$ cat src/rtl/decode_dispatch_queue_if.sv
// decode_dispatch_queue_if: decode push bundle, dispatch head bundle and status between decode, queue and dispatch
// master: drives enable/flush/ready and the decoded fields, observes the head entry and status
// slave: the queue itself
interface decode_dispatch_queue_if #(
  parameter int addressWidth = 64,
  parameter int opcodeSize = 12,
  parameter int funcUnitCodeSize = 3,
  parameter int instructionCounterWidth = 64,
  parameter int instMinIdWidth = 7,
  parameter int PidSize = 20,
  parameter int TidSize = 16,
  parameter int regAccessPatternSize = 2,
  parameter int bodyWidth = 84,
  parameter int formatWidth = 25,
  parameter int depth = 4
);
  localparam int CW = $clog2(depth + 1);
  logic enable_i;
  logic [formatWidth-1:0] instFormat_i;
  logic [opcodeSize-1:0] opcode_i;
  logic [addressWidth-1:0] address_i;
  logic [funcUnitCodeSize-1:0] funcUnitType_i;
  logic [instructionCounterWidth-1:0] majID_i;
  logic [instMinIdWidth-1:0] minID_i;
  logic is64Bit_i;
  logic [PidSize-1:0] pid_i;
  logic [TidSize-1:0] tid_i;
  logic [regAccessPatternSize-1:0] op1rw_i, op2rw_i, op3rw_i, op4rw_i;
  logic op1IsReg_i, op2IsReg_i, op3IsReg_i, op4IsReg_i;
  logic [bodyWidth-1:0] body_i;
  logic flush_i;
  logic ready_i;
  logic valid_o;
  logic [formatWidth-1:0] instFormat_o;
  logic [opcodeSize-1:0] opcode_o;
  logic [addressWidth-1:0] address_o;
  logic [funcUnitCodeSize-1:0] funcUnitType_o;
  logic [instructionCounterWidth-1:0] majID_o;
  logic [instMinIdWidth-1:0] minID_o;
  logic is64Bit_o;
  logic [PidSize-1:0] pid_o;
  logic [TidSize-1:0] tid_o;
  logic [regAccessPatternSize-1:0] op1rw_o, op2rw_o, op3rw_o, op4rw_o;
  logic op1IsReg_o, op2IsReg_o, op3IsReg_o, op4IsReg_o;
  logic [bodyWidth-1:0] body_o;
  logic [CW-1:0] count_o;
  logic stall_o;
  logic overflow_o;
  modport slave (
    input enable_i, instFormat_i, opcode_i, address_i, funcUnitType_i, majID_i, minID_i, is64Bit_i,
          pid_i, tid_i, op1rw_i, op2rw_i, op3rw_i, op4rw_i, op1IsReg_i, op2IsReg_i, op3IsReg_i,
          op4IsReg_i, body_i, flush_i, ready_i,
    output valid_o, instFormat_o, opcode_o, address_o, funcUnitType_o, majID_o, minID_o, is64Bit_o,
           pid_o, tid_o, op1rw_o, op2rw_o, op3rw_o, op4rw_o, op1IsReg_o, op2IsReg_o, op3IsReg_o,
           op4IsReg_o, body_o, count_o, stall_o, overflow_o
  );
  modport master (
    output enable_i, instFormat_i, opcode_i, address_i, funcUnitType_i, majID_i, minID_i, is64Bit_i,
           pid_i, tid_i, op1rw_i, op2rw_i, op3rw_i, op4rw_i, op1IsReg_i, op2IsReg_i, op3IsReg_i,
           op4IsReg_i, body_i, flush_i, ready_i,
    input valid_o, instFormat_o, opcode_o, address_o, funcUnitType_o, majID_o, minID_o, is64Bit_o,
          pid_o, tid_o, op1rw_o, op2rw_o, op3rw_o, op4rw_o, op1IsReg_o, op2IsReg_o, op3IsReg_o,
          op4IsReg_o, body_o, count_o, stall_o, overflow_o
  );
endinterface

$ cat src/rtl/decode_dispatch_queue.sv
// decode_dispatch_queue: in-order FIFO between the strobe-only decode mux and the valid/ready dispatch stage
// clock_i/reset_i: single clock, synchronous active-high reset
// dq (slave): push strobe + decoded fields in, head entry + valid out, ready/flush in, count/stall/overflow out
module decode_dispatch_queue #(
  parameter int addressWidth = 64,
  parameter int opcodeSize = 12,
  parameter int funcUnitCodeSize = 3,
  parameter int instructionCounterWidth = 64,
  parameter int instMinIdWidth = 7,
  parameter int PidSize = 20,
  parameter int TidSize = 16,
  parameter int regAccessPatternSize = 2,
  parameter int bodyWidth = 84,
  parameter int formatWidth = 25,
  parameter int depth = 4,
  parameter int stallSlack = 2
) (
  input logic clock_i,
  input logic reset_i,
  decode_dispatch_queue_if.slave dq
);
  localparam int W = formatWidth + opcodeSize + addressWidth + funcUnitCodeSize + instructionCounterWidth
                   + instMinIdWidth + 1 + PidSize + TidSize + 4 * regAccessPatternSize + 4 + bodyWidth;
  localparam int PW = $clog2(depth);
  localparam int CW = $clog2(depth + 1);
  logic [W-1:0] r_mem [depth];
  logic [PW-1:0] r_wr, r_rd;
  logic [CW-1:0] r_count;
  logic r_ovf;
  logic w_valid, w_pop, w_push;
  logic [W-1:0] w_din, w_dout;
  assign w_valid = r_count != '0;
  assign w_pop = w_valid & dq.ready_i;
  // a full queue still accepts a push when the head leaves in the same cycle
  assign w_push = dq.enable_i & ((r_count != CW'(depth)) | w_pop);
  assign w_din = {dq.instFormat_i, dq.opcode_i, dq.address_i, dq.funcUnitType_i, dq.majID_i, dq.minID_i,
                  dq.is64Bit_i, dq.pid_i, dq.tid_i, dq.op1rw_i, dq.op2rw_i, dq.op3rw_i, dq.op4rw_i,
                  dq.op1IsReg_i, dq.op2IsReg_i, dq.op3IsReg_i, dq.op4IsReg_i, dq.body_i};
  assign w_dout = w_valid ? r_mem[r_rd] : '0;
  assign {dq.instFormat_o, dq.opcode_o, dq.address_o, dq.funcUnitType_o, dq.majID_o, dq.minID_o,
          dq.is64Bit_o, dq.pid_o, dq.tid_o, dq.op1rw_o, dq.op2rw_o, dq.op3rw_o, dq.op4rw_o,
          dq.op1IsReg_o, dq.op2IsReg_o, dq.op3IsReg_o, dq.op4IsReg_o, dq.body_o} = w_dout;
  assign dq.valid_o = w_valid;
  assign dq.count_o = r_count;
  assign dq.stall_o = r_count >= CW'(depth - stallSlack);
  assign dq.overflow_o = r_ovf;
  // a write landing during flush/reset is harmless: the pointers are cleared at the same edge
  always_ff @(posedge clock_i)
    if (w_push) r_mem[r_wr] <= w_din;
  always_ff @(posedge clock_i) begin
    if (reset_i) begin
      r_wr <= '0;
      r_rd <= '0;
      r_count <= '0;
      r_ovf <= 1'b0;
    end else if (dq.flush_i) begin
      r_wr <= '0;
      r_rd <= '0;
      r_count <= '0;
    end else begin
      if (w_push) r_wr <= r_wr + 1'b1;
      if (w_pop) r_rd <= r_rd + 1'b1;
      r_count <= r_count + CW'(w_push) - CW'(w_pop);
      if (dq.enable_i && !w_push) r_ovf <= 1'b1;
    end
  end
endmodule

$ cat src/flat_wrapper.sv
// flat-port wrapper written by rule: the top's interface ports become plain ports
module decode_dispatch_queue_flat 
#(
  parameter int addressWidth = 64,
  parameter int opcodeSize = 12,
  parameter int funcUnitCodeSize = 3,
  parameter int instructionCounterWidth = 64,
  parameter int instMinIdWidth = 7,
  parameter int PidSize = 20,
  parameter int TidSize = 16,
  parameter int regAccessPatternSize = 2,
  parameter int bodyWidth = 84,
  parameter int formatWidth = 25,
  parameter int depth = 4,
  parameter int stallSlack = 2
)
  (clock_i, reset_i, dq_enable_i, dq_instFormat_i, dq_opcode_i, dq_address_i, dq_funcUnitType_i, dq_majID_i, dq_minID_i, dq_is64Bit_i, dq_pid_i, dq_tid_i, dq_op1rw_i, dq_op2rw_i, dq_op3rw_i, dq_op4rw_i, dq_op1IsReg_i, dq_op2IsReg_i, dq_op3IsReg_i, dq_op4IsReg_i, dq_body_i, dq_flush_i, dq_ready_i, dq_valid_o, dq_instFormat_o, dq_opcode_o, dq_address_o, dq_funcUnitType_o, dq_majID_o, dq_minID_o, dq_is64Bit_o, dq_pid_o, dq_tid_o, dq_op1rw_o, dq_op2rw_o, dq_op3rw_o, dq_op4rw_o, dq_op1IsReg_o, dq_op2IsReg_o, dq_op3IsReg_o, dq_op4IsReg_o, dq_body_o, dq_count_o, dq_stall_o, dq_overflow_o);
  decode_dispatch_queue_if #(.addressWidth(addressWidth), .opcodeSize(opcodeSize), .funcUnitCodeSize(funcUnitCodeSize), .instructionCounterWidth(instructionCounterWidth), .instMinIdWidth(instMinIdWidth), .PidSize(PidSize), .TidSize(TidSize), .regAccessPatternSize(regAccessPatternSize), .bodyWidth(bodyWidth), .formatWidth(formatWidth), .depth(depth)) dq_i ();
  input logic clock_i;
  input logic reset_i;
  input wire logic [$bits(dq_i.enable_i)-1:0] dq_enable_i;
  input wire logic [$bits(dq_i.instFormat_i)-1:0] dq_instFormat_i;
  input wire logic [$bits(dq_i.opcode_i)-1:0] dq_opcode_i;
  input wire logic [$bits(dq_i.address_i)-1:0] dq_address_i;
  input wire logic [$bits(dq_i.funcUnitType_i)-1:0] dq_funcUnitType_i;
  input wire logic [$bits(dq_i.majID_i)-1:0] dq_majID_i;
  input wire logic [$bits(dq_i.minID_i)-1:0] dq_minID_i;
  input wire logic [$bits(dq_i.is64Bit_i)-1:0] dq_is64Bit_i;
  input wire logic [$bits(dq_i.pid_i)-1:0] dq_pid_i;
  input wire logic [$bits(dq_i.tid_i)-1:0] dq_tid_i;
  input wire logic [$bits(dq_i.op1rw_i)-1:0] dq_op1rw_i;
  input wire logic [$bits(dq_i.op2rw_i)-1:0] dq_op2rw_i;
  input wire logic [$bits(dq_i.op3rw_i)-1:0] dq_op3rw_i;
  input wire logic [$bits(dq_i.op4rw_i)-1:0] dq_op4rw_i;
  input wire logic [$bits(dq_i.op1IsReg_i)-1:0] dq_op1IsReg_i;
  input wire logic [$bits(dq_i.op2IsReg_i)-1:0] dq_op2IsReg_i;
  input wire logic [$bits(dq_i.op3IsReg_i)-1:0] dq_op3IsReg_i;
  input wire logic [$bits(dq_i.op4IsReg_i)-1:0] dq_op4IsReg_i;
  input wire logic [$bits(dq_i.body_i)-1:0] dq_body_i;
  input wire logic [$bits(dq_i.flush_i)-1:0] dq_flush_i;
  input wire logic [$bits(dq_i.ready_i)-1:0] dq_ready_i;
  output wire logic [$bits(dq_i.valid_o)-1:0] dq_valid_o;
  output wire logic [$bits(dq_i.instFormat_o)-1:0] dq_instFormat_o;
  output wire logic [$bits(dq_i.opcode_o)-1:0] dq_opcode_o;
  output wire logic [$bits(dq_i.address_o)-1:0] dq_address_o;
  output wire logic [$bits(dq_i.funcUnitType_o)-1:0] dq_funcUnitType_o;
  output wire logic [$bits(dq_i.majID_o)-1:0] dq_majID_o;
  output wire logic [$bits(dq_i.minID_o)-1:0] dq_minID_o;
  output wire logic [$bits(dq_i.is64Bit_o)-1:0] dq_is64Bit_o;
  output wire logic [$bits(dq_i.pid_o)-1:0] dq_pid_o;
  output wire logic [$bits(dq_i.tid_o)-1:0] dq_tid_o;
  output wire logic [$bits(dq_i.op1rw_o)-1:0] dq_op1rw_o;
  output wire logic [$bits(dq_i.op2rw_o)-1:0] dq_op2rw_o;
  output wire logic [$bits(dq_i.op3rw_o)-1:0] dq_op3rw_o;
  output wire logic [$bits(dq_i.op4rw_o)-1:0] dq_op4rw_o;
  output wire logic [$bits(dq_i.op1IsReg_o)-1:0] dq_op1IsReg_o;
  output wire logic [$bits(dq_i.op2IsReg_o)-1:0] dq_op2IsReg_o;
  output wire logic [$bits(dq_i.op3IsReg_o)-1:0] dq_op3IsReg_o;
  output wire logic [$bits(dq_i.op4IsReg_o)-1:0] dq_op4IsReg_o;
  output wire logic [$bits(dq_i.body_o)-1:0] dq_body_o;
  output wire logic [$bits(dq_i.count_o)-1:0] dq_count_o;
  output wire logic [$bits(dq_i.stall_o)-1:0] dq_stall_o;
  output wire logic [$bits(dq_i.overflow_o)-1:0] dq_overflow_o;
  assign dq_i.enable_i = dq_enable_i;
  assign dq_i.instFormat_i = dq_instFormat_i;
  assign dq_i.opcode_i = dq_opcode_i;
  assign dq_i.address_i = dq_address_i;
  assign dq_i.funcUnitType_i = dq_funcUnitType_i;
  assign dq_i.majID_i = dq_majID_i;
  assign dq_i.minID_i = dq_minID_i;
  assign dq_i.is64Bit_i = dq_is64Bit_i;
  assign dq_i.pid_i = dq_pid_i;
  assign dq_i.tid_i = dq_tid_i;
  assign dq_i.op1rw_i = dq_op1rw_i;
  assign dq_i.op2rw_i = dq_op2rw_i;
  assign dq_i.op3rw_i = dq_op3rw_i;
  assign dq_i.op4rw_i = dq_op4rw_i;
  assign dq_i.op1IsReg_i = dq_op1IsReg_i;
  assign dq_i.op2IsReg_i = dq_op2IsReg_i;
  assign dq_i.op3IsReg_i = dq_op3IsReg_i;
  assign dq_i.op4IsReg_i = dq_op4IsReg_i;
  assign dq_i.body_i = dq_body_i;
  assign dq_i.flush_i = dq_flush_i;
  assign dq_i.ready_i = dq_ready_i;
  assign dq_valid_o = dq_i.valid_o;
  assign dq_instFormat_o = dq_i.instFormat_o;
  assign dq_opcode_o = dq_i.opcode_o;
  assign dq_address_o = dq_i.address_o;
  assign dq_funcUnitType_o = dq_i.funcUnitType_o;
  assign dq_majID_o = dq_i.majID_o;
  assign dq_minID_o = dq_i.minID_o;
  assign dq_is64Bit_o = dq_i.is64Bit_o;
  assign dq_pid_o = dq_i.pid_o;
  assign dq_tid_o = dq_i.tid_o;
  assign dq_op1rw_o = dq_i.op1rw_o;
  assign dq_op2rw_o = dq_i.op2rw_o;
  assign dq_op3rw_o = dq_i.op3rw_o;
  assign dq_op4rw_o = dq_i.op4rw_o;
  assign dq_op1IsReg_o = dq_i.op1IsReg_o;
  assign dq_op2IsReg_o = dq_i.op2IsReg_o;
  assign dq_op3IsReg_o = dq_i.op3IsReg_o;
  assign dq_op4IsReg_o = dq_i.op4IsReg_o;
  assign dq_body_o = dq_i.body_o;
  assign dq_count_o = dq_i.count_o;
  assign dq_stall_o = dq_i.stall_o;
  assign dq_overflow_o = dq_i.overflow_o;
  decode_dispatch_queue #(.addressWidth(addressWidth), .opcodeSize(opcodeSize), .funcUnitCodeSize(funcUnitCodeSize), .instructionCounterWidth(instructionCounterWidth), .instMinIdWidth(instMinIdWidth), .PidSize(PidSize), .TidSize(TidSize), .regAccessPatternSize(regAccessPatternSize), .bodyWidth(bodyWidth), .formatWidth(formatWidth), .depth(depth), .stallSlack(stallSlack)) u_core (.clock_i(clock_i), .reset_i(reset_i), .dq(dq_i));
endmodule
$ cat config.mk
export PLATFORM = sky130hd
export DESIGN_NAME = decode_dispatch_queue_flat
export DESIGN_NICKNAME = d
export VERILOG_FILES = /design/src/rtl/decode_dispatch_queue_if.sv /design/src/rtl/decode_dispatch_queue.sv /design/src/flat_wrapper.sv
export SDC_FILE = /design/constraint.sdc
export NUM_CORES = 1
export LEC_CHECK = 0
export ABC_AREA = 0
export CORE_MARGIN = 4
export CORE_UTILIZATION = 35
export CTS_CLUSTER_SIZE = 10
export DETAILED_ROUTE_END_ITERATION = 16
export GPL_TIMING_DRIVEN = 0
export PLACE_DENSITY = 0.52
export SYNTH_ARGS = -nofsm -noshare
export SYNTH_HDL_FRONTEND = slang
export SYNTH_SLANG_ARGS = --single-unit
$ cat constraint.sdc
create_clock -name clock_i -period 10.88 [get_ports clock_i]
set_input_delay 1.632 -clock clock_i [delete_from_list [all_inputs] [get_ports clock_i]]
set_output_delay 1.632 -clock clock_i [all_outputs]
set_load 0.1 [all_outputs]
==> out/qor.txt <==
Iter 0 DRT Violations: 1520
XOR/XNOR share of the synthesized area: 0.0005599
delay-heaviest family, CP: buffers and inverters
mux cell area share after synthesis: 0.1480
Post-Synth Adder-Cell Area: 0.002293
post-layout util: 0.4528
clk_skew: 0.03897 ns
GR Overflow Total: 0
Crit Path Class: register to output port
Num CTS Buffers: 147
Vias/cell: 4.848
vias in the first global route: 24770
flops & latches, synth: 1242
Avg WL per Cell: 24.99 um
Max Cap Violations: 0
outcome: complete, no violations
Seq/Total Area, Yosys: 0.7926
Leakage: 0.01900 uW
post-synthesis net count: 2328
Max Fclk: 0.1583 GHz
latest clock arrival within the worst-skew pair: 0.77 ns
CP required: 9.25 ns
hold-fix buffers at CTS: 0
largest family of logic cells by synthesized area: multiplexers
I/O Buffers: 626
Post-Synth Simple-Gate Area: 0.04330
relative slew slack: 0.2267
share of layout cells above drive strength 1: 0.1984
compound-cell area share of the yosys netlist: 0.0007465
Area growth, synth to finish: 28.61%
gr usage total: 0.1648
RSZ-0062 raised after global routing: false
cell area after synthesis: 46930 um2
final hold vios: 0
Die Height: 374.2 um
via count: 22530
crit-path max FO: 10
first-pass GRT wire length: 169200 um
Largest stage delay, worst path: 1.23 ns
CTS Sinks: 1242
post-synth top area cell: edfxtp_1
Period minus WS final: 6.315 ns
DRT antenna net count: 0
commonest non-fill, non-tap cells in the layout: edfxtp_1 (1232), clkdlybuf4s50_1 (626), and2_1 (310), mux4_2 (308), clkbuf_16 (148)
Least-Margin Pin Slew: 1.156 ns
Clock Tree Buf Depth: 3
Core Area: 133300 um2
HPWL Detailed: 78050 um
worst path arrival time: 4.68 ns
Yosys top cell area share: 0.7884
maximum vdd drop: 141.8 uV
Cell Pwr Density: 209.4 nW/um2
Final GP Congestion: 0.7349
Yosys cell types: 25
row cnt: 134
post-synthesis instance total: 2007
crit end category: output port
Layout Nets: 3132
syn_area_per_cell: 23.38 um2
H-tree depth: 4
max-slew violations: 0
Post-CTS Setup Bufs: 0
Die ar.: 140000 um2
total of warnings raised by yosys: 0
pre-CTS setup slack: 4.999 ns
commonest non-fill, non-tap cell in the layout: edfxtp_1
CTS tree: done
CP max-delay cell: clkdlybuf4s50_1
synth top area cells: edfxtp_1 (79%), mux4_2 (15%), and2_1 (4.1%), buf_2 (0.47%), dfxtp_1 (0.43%)
clk slew on worst S/H paths: 0.05 ns
clock root buffer master: clkbuf_16
Bufs and invs on worst path: 4
Fill cells: 11230
largest net degree at the start of global routing: 53
initial antenna violation count: 44
startpoint types: register
Initial Utilization: 0.3521
CP dominant cell by count: buf_2
worst path cell trace: buf_2 -> clkbuf_1 -> buf_2 -> mux4_2 -> and2_1 -> clkdlybuf4s50_1
Routed Wire Length: 116100 um
Die W: 374.2 um
drt first pass iters: 5
DRC: 0
Final period util: 0.5805
Worst Slack Setup Final: 4.565 ns
post-cts gate resize count: 0
final setup vio count: 0
IO Pins: 627
Hold Path Class: register to register
power breakdown:
part           total (uW)  switching (uW)  internal, uW
Clock                4310            1800          2500
Combinational        2880            2140           738
Sequential           5450            30.0          5420
Total               12600            3980          8660
per-layer routing:
layer	vias up	wire length [um]	global-route usage	part of all wire
met4	34	2796	0.05353	0.024
met5	-	224	0	0.0019
met2	630	59760	0.2806	0.51
li1	9880	-	-	-
met3	181	9590	0.06400	0.083
met1	11810	43760	0.1918	0.38
flip-flops by register name, indices dropped and copies added (netlist names), named ones only:
| signal | cells |
|---|---|
| u_core.r_rd | 2 |
| u_core.r_mem | 1232 |
| u_core.dq.overflow_o | 1 |
| u_core.dq.count_o | 3 |
| u_core.r_wr | 2 |
synthesized netlist by cell type:
| cell | instances |
|---|---|
| inv_1 | 11 |
| edfxtp_1 | 1232 |
| fa_1 | 1 |
| o21ai_0 | 1 |
| and2_1 | 310 |
| xor2_1 | 3 |
| ha_1 | 7 |
| nand3_1 | 2 |
| o311ai_0 | 1 |
| a21boi_0 | 1 |
| buf_1 | 2 |
| o31ai_1 | 1 |
| mux4_2 | 308 |
| nor3_1 | 4 |
| and3_1 | 4 |
| nor4b_1 | 1 |
| nor2_1 | 3 |
| buf_6 | 14 |
| buf_2 | 44 |
| nand2_1 | 2 |
| or4b_2 | 1 |
| mux2i_1 | 1 |
| clkbuf_1 | 42 |
| a31oi_1 | 1 |
| dfxtp_1 | 10 |
worst min-delay path: cells and delay by family, from the launching register on:
kind,cells,cell delay (ns)
AO/OA/AOI/OAI,1,0.05
flip-flops,1,0.34
AND/OR/NAND/NOR,1,0.07
area by class of cell:
class / count / area, um2 / area share
sequential: 1242 / 37200 / 0.6163
multi-input combinational: 652 / 9168 / 0.1519
timing repair buffer: 655 / 7012 / 0.1162
clock buffer: 173 / 3797 / 0.06292
tap: 1768 / 2212 / 0.03665
buffer: 102 / 543.0 / 0.008997
clock inverter: 23 / 332.8 / 0.005514
antenna: 21 / 52.55 / 0.0008707
inverter: 11 / 41.29 / 0.0006841
metrics by stage:
step / std cells / power, uW / instance area, um2 / hold WS [ns] / TNS, ns
after CTS: 4626 / 12840 / 60300 / 0.5118 / 0
after global placement: 4401 / 8517 / 55410 / 0.4829 / -7108.35
after detailed placement: 4430 / 8468 / 56170 / 0.4986 / 0
after global routing: 4633 / 13110 / 60320 / 0.5502 / 0
after floorplan: 2007 / 7622 / 46930 / 0.4677 / 0
final: 4647 / 12640 / 60350 / 0.5017 / 0
cells by family after synthesis:
| logic type | Yosys count |
|---|---|
| flip-flops | 1242 |
| multiplexers | 309 |
| XOR/XNOR | 3 |
| adder cells (fa/ha/maj) | 8 |
| AO/OA/AOI/OAI | 5 |
| AND/OR/NAND/NOR | 327 |
| buffers and inverters | 113 |
worst paths after layout:
path              cells after the start  slack (ns)              endpoint                  from
setup / recovery                      6        4.56        dq_majID_o[44]              register
hold / removal                        2        0.50  u_core.dq.overflow_o  u_core.dq.overflow_o
setup reg to reg                      6        7.94  u_core.r_mem[3][204]  u_core.dq.count_o[0]
hold reg to reg                       2        0.50  u_core.dq.overflow_o  u_core.dq.overflow_o
Power figures use the tool's default switching activity.
